`src/rtl/fft_peak_track.sv`:
```
// fft_peak_track: frame-aligned spectral peak search over FFT magnitude bins.
// Define PEAK_THRESH_EN to add the thresh input and no_signal output.
module fft_peak_track #(
  parameter int NFFT    = 8192,
  parameter int MAG_W   = 16,
  parameter int FREQ_W  = 24,
  parameter int BIN_HZ  = 200,
  parameter int DC_SKIP = 2,
  parameter int IDX_W   = $clog2(NFFT)
) (
  input  logic              fft_clk,
  input  logic              rst_n,
  input  logic              start,
  input  logic [MAG_W-1:0]  mag_data,
  input  logic              mag_valid,
  input  logic              mag_last,
`ifdef PEAK_THRESH_EN
  input  logic [MAG_W-1:0]  thresh,
  output logic              no_signal,
`endif
  output logic [IDX_W-1:0]  peak_idx,
  output logic [MAG_W-1:0]  peak_mag,
  output logic [FREQ_W-1:0] freq,
  output logic              freq_valid,
  output logic              busy,
  output logic              frame_err
);

  typedef enum logic [2:0] {
    IDLE,
    ARMED,
    SEARCH,
    CALC,
    DONE
  } state_t;

  localparam logic [IDX_W-1:0]  K_LAST = IDX_W'(NFFT - 1);
  localparam logic [IDX_W-1:0]  K_HALF = IDX_W'(NFFT / 2);
  localparam logic [IDX_W-1:0]  K_SKIP = IDX_W'(DC_SKIP);
  localparam logic [FREQ_W-1:0] HZ     = FREQ_W'(BIN_HZ);

  state_t            state_q;
  state_t            state_d;
  logic [IDX_W-1:0]  k_q;
  logic [IDX_W-1:0]  run_idx_q;
  logic [MAG_W-1:0]  run_max_q;
  logic              in_win;
  logic              at_end;
  logic              end_ok;
  logic              end_short;
  logic              end_long;
  logic              upd;
  logic              restart;
  logic              bad_end;
  logic [FREQ_W-1:0] calc_freq;

  assign in_win    = (k_q >= K_SKIP) && (k_q < K_HALF);
  assign at_end    = (k_q == K_LAST);
  assign end_ok    = mag_last & at_end;
  assign end_short = mag_last & ~at_end;
  assign end_long  = ~mag_last & at_end;

  assign busy = (state_q == ARMED)
              | (state_q == SEARCH)
              | (state_q == CALC);

  always_ff @(posedge fft_clk or negedge rst_n) begin
    if (!rst_n) begin
      state_q <= IDLE;
    end else begin
      state_q <= state_d;
    end
  end

  always_comb begin
    state_d = state_q;
    restart = 1'b0;
    bad_end = 1'b0;
    upd     = 1'b0;
    if (start) begin
      state_d = ARMED;
    end else begin
      unique case (state_q)
        IDLE: begin
        end
        ARMED: begin
          if (mag_valid && mag_last) begin
            state_d = SEARCH;
            restart = 1'b1;
          end
        end
        SEARCH: begin
          if (mag_valid) begin
            upd = in_win && (mag_data > run_max_q);
            unique case (1'b1)
              end_ok: state_d = CALC;
              // early last: this beat is the next frame's boundary
              end_short: begin
                restart = 1'b1;
                bad_end = 1'b1;
              end
              end_long: begin
                state_d = ARMED;
                bad_end = 1'b1;
              end
              default: begin
              end
            endcase
          end
        end
        CALC:    state_d = DONE;
        DONE: begin
        end
        default: state_d = IDLE;
      endcase
    end
  end

`ifdef PEAK_THRESH_EN
  assign calc_freq = (run_max_q < thresh) ? '0
                   : FREQ_W'(run_idx_q) * HZ;

  always_ff @(posedge fft_clk or negedge rst_n) begin
    if (!rst_n) begin
      no_signal <= 1'b0;
    end else if (start) begin
      no_signal <= 1'b0;
    end else if (state_q == CALC) begin
      no_signal <= (run_max_q < thresh);
    end
  end
`else
  assign calc_freq = FREQ_W'(run_idx_q) * HZ;
`endif

  always_ff @(posedge fft_clk or negedge rst_n) begin
    if (!rst_n) begin
      k_q        <= '0;
      run_idx_q  <= '0;
      run_max_q  <= '0;
      peak_idx   <= '0;
      peak_mag   <= '0;
      freq       <= '0;
      freq_valid <= 1'b0;
      frame_err  <= 1'b0;
    end else begin
      frame_err <= bad_end;
      if (start) begin
        k_q        <= '0;
        run_idx_q  <= K_SKIP;
        run_max_q  <= '0;
        peak_idx   <= '0;
        peak_mag   <= '0;
        freq       <= '0;
        freq_valid <= 1'b0;
      end else begin
        if (restart) begin
          // all-zero window reports the first searchable bin
          k_q       <= '0;
          run_idx_q <= K_SKIP;
          run_max_q <= '0;
        end else if (state_q == SEARCH && mag_valid) begin
          k_q <= k_q + IDX_W'(1);
          if (upd) begin
            run_max_q <= mag_data;
            run_idx_q <= k_q;
          end
        end
        if (state_q == CALC) begin
          peak_idx   <= run_idx_q;
          peak_mag   <= run_max_q;
          freq       <= calc_freq;
          freq_valid <= 1'b1;
        end
      end
    end
  end

endmodule

```
`config.mk`:
```
export PLATFORM = sky130hd
export DESIGN_NAME = fft_peak_track
export DESIGN_NICKNAME = d
export VERILOG_FILES = /design/src/rtl/fft_peak_track.sv
export SDC_FILE = /design/constraint.sdc
export NUM_CORES = 1
export LEC_CHECK = 0
export ABC_AREA = 1
export BUFFER_PORTS_ARGS = -buffer_cell sky130_fd_sc_hd__buf_4
export CAP_MARGIN = 20
export CORE_UTILIZATION = 36
export CTS_CLUSTER_SIZE = 20
export DETAILED_ROUTE_END_ITERATION = 10
export GPL_ROUTABILITY_DRIVEN = 0
export MAX_ROUTING_LAYER = met4
export PLACE_DENSITY = 0.6
export SLEW_MARGIN = 10
export SYNTH_ARGS = -nofsm -noshare
export SYNTH_HDL_FRONTEND = slang
export SYNTH_SLANG_ARGS = --single-unit
```
`constraint.sdc`:
```
create_clock -name fft_clk -period 3.1 [get_ports fft_clk]
set_input_delay 0.31 -clock fft_clk [delete_from_list [all_inputs] [get_ports fft_clk]]
set_output_delay 0.31 -clock fft_clk [all_outputs]
set_load 0.005 [all_outputs]
```
==> flow_summary.toml <==
[floorplanning]
dieArea_sq_mm = 0.0162
die_h_microns = 127
num_rows = 45
core_sq_mm = 0.0153
start_util_pct = 37.0
ios = 77
die_w_microns = 127

[yosys]
ys_warn_count = 0
yosysSeqAreaShare_pct = 40.3
avgSynthCellArea_sq_um = 8.44
synthDistinctLibCells = 34
synthCells = 669
netlist_area_sq_mm = 0.00565
synth.ff_latch_count = 91

[grt]
use_met2_pct = 27.7
grt_pass1_vias = 4538
grt_antenna_before_repair = 0
grt_pass1_wl_microns = 21700
grt_use_met1_pct = 22.1
use_met3_pct = 2.51
top_usage_layer = "met2"
grt_usage_pct = 17.3
grt_max_degree = 62
overflow = 0

[placement]
port-buffer-count = 70
dp.cells = 932
hpwl_microns = 9320

[sta]
hold_violations = 0
tns_ns = 0
max_freq_ghz = 0.352
setup_viol = 0
max_slew.worst_pin.slew_ns = 0.823
period_needed_ns = 2.84
drv_slew = 0
relSlewSlack_pct = 45.1
fin_crit_sh_pct = 91.5
rsz0062_at_grt = "no"
fin_skew_ns = 0.00975

[cells_and_area]
fin_cells = 949
utilization_pct = 43.9
nets = 826
fillCellCount = 1478
antennaDiodeCount = 0
area_delta_synth_final_pct = 18.4
seq_area_sq_mm = 0.00228
multi_input_area_sq_mm = 0.00290
layout-drive-gt1-share_pct = 17.1

[power_and_ir_drop]
vdd_drop_max_uv = 259
p_leak_nw = 3.62
p_per_area_mw_per_mm2 = 394

[clock_tree]
hold_buffers = 0
cts.clk_slew.worst_paths_ns = 0.07
cts_buffer_depth = 2
clkLatencyLatePin_ns = 0.35
cts_made_buffers = 9
cts_tree = "done"
cts_sinks = 91
cts_max_level = 3
root_buffer = "clkbuf_16"

[setup_path]
r2r-end = "freq[20]"
reg2regPathDepth = 13
cp_max_fo = 5
r2r_start = "run_idx_q[6]"
r2r_slack_ns = 0.26
critPathArrivalTime_ns = 3.07
cp-end-kind = "flip-flop"
worst-setup-path-type = "flip-flop to flip-flop"
crit_required_ns = 3.34
start_kind = "flip-flop"

[status]
status = "complete, no violations"

[detailed_routing]
num_vias = 4596
antenna_left = 0
vias_per_cell = 4.84
dr.pass1.iters = 4
drt_iter0_drc = 378
routed_wirelength_microns = 12600
drc = 0
wl_per_cell_microns = 13.3

[run]
drv_cap = 0

[worst_hold_path]
hp-class = "input pin to async pin"
==> through the flow <==
step	worst slack [ns]	total power (W)	instance area (sq um)	hold slack [ns]
after floorplan	0.434	0.00140	5670	0.0144
after global placement	0.284	0.00151	6360	0.452
after detailed placement	0.216	0.00152	6360	0.460
after CTS	0.188	0.00267	6670	0.0865
after global routing	0.0315	0.00276	6690	0.121
final	0.262	0.00264	6690	0.0443
==> critical path, stage by stage, from the launching register on <==
cell and delay, ns:
dfrtp_1 0.46, ha_1 0.33, ha_1 0.28, inv_1 0.05, fa_1 0.49, inv_1 0.04, ha_1 0.34, a21o_1 0.22
nand2_1 0.06, nand2_1 0.06, a21oi_1 0.17, nand3b_1 0.10, nand3_1 0.09, nand2_1 0.05
==> metal layers <==
layer  part of all wire, %  routed length [microns]
met5                     0                        0
met3                   3.2                      401
met1                    47                     5990
met2                    48                     6080
met4                   1.3                      165
==> state kept, by name (all words and copies together), names as in the netlist <==
signal / cells
run_idx_q: 13
peak_mag: 16
state_q: 3
peak_idx: 13
frame_err: 1
freq_valid: 1
run_max_q: 16
k_q: 13
freq: 15
==> cell families (layout without fill, tap and decap cells) <==
logic type,after synthesis,count (layout),synth area share [%]
simple gates,297,297,24.3
buf+inv,118,182,8.95
flops,91,91,40.3
compound gates,86,86,8.79
fa+ha+maj,72,72,17.0
xor+xnor,4,4,0.620
other cells,1,6,0.0664
==> report_power, final <==
group	switching (W)	leakage (nW)	internal, W	total, W
combinational	0.000178	2.21	0.0000932	0.000272
clock	0.000487	0.151	0.000657	0.00114
sequential	0.0000172	1.26	0.00120	0.00122
==> layout make-up <==
type                            instances  share of cell area, %
Clock inverter                          6                   1.07
Inverter                               88                   4.94
Tap cell                              211                   3.95
Timing Repair Buffer                   78                   9.12
Sequential cell                        91                   34.1
Clock buffer                           10                   3.57
Multi-Input combinational cell        465                   43.3
==> synthesized netlist by cell type, drive strengths merged <==
| cell | instances | area (sq um) |
|---|---|---|
| o21a | 2 | 15.0 |
| ha | 64 | 801 |
| a21o | 2 | 15.0 |
| o21ai | 40 | 200 |
| nor3 | 8 | 45.0 |
| inv | 88 | 330 |
| xnor2 | 1 | 8.76 |
| nand2 | 164 | 626 |
| nand3 | 51 | 305 |
| nor2 | 41 | 185 |
| clkbuf | 8 | 30.0 |
| or2 | 1 | 6.26 |
| a22o | 11 | 96.3 |
| conb | 1 | 3.75 |
| o22ai | 1 | 6.26 |
| nand4 | 30 | 188 |
| fa | 8 | 160 |
| nand3b | 2 | 15.0 |
| xor2 | 3 | 26.3 |
| a21oi | 28 | 151 |
| dfrtp | 91 | 2280 |
| buf | 22 | 145 |
| a31oi | 2 | 12.5 |
==> cells in the final DEF (no fill, tap or decap), types with 3 or more instances in the layout <==
cell and instances:
nand3_2 10, nand2_1 160, xor2_1 3, o21ai_0 15, conb_1 6, a21oi_1 27, ha_1 63, nand2_2 4
inv_1 80, buf_4 76, nor3_1 7, clkbuf_16 9, nand4_1 30, o21ai_1 25, a22o_1 11, nor2_2 3
nand3_1 41, dfrtp_1 90, nor2_1 36, fa_1 8, inv_2 8
==> worst max-delay path by stage <==
stage | end | cells after the start | slack, ns | startpoint
5_1_grt | freq[14] | 13 | 0.03 | run_idx_q[5]
2_1_floorplan | freq[19] | 14 | 0.43 | run_idx_q[3]
4_1_cts | freq[17] | 15 | 0.19 | run_idx_q[3]
3_3_place_gp | freq[17] | 14 | 0.28 | run_idx_q[3]
3_5_place_dp | freq[19] | 14 | 0.22 | run_idx_q[3]
6_report | freq[20] | 13 | 0.26 | run_idx_q[6]
==> timing repair <==
| action | 4_1_cts | 5_1_grt |
|---|---|---|
| gates resized for setup | 0 | 2 |
| buffers inserted | 0 | 1 |
| setup endpoints to repair | 0 | 2 |
No activity file was read; power rests on OpenSTA's default activity.
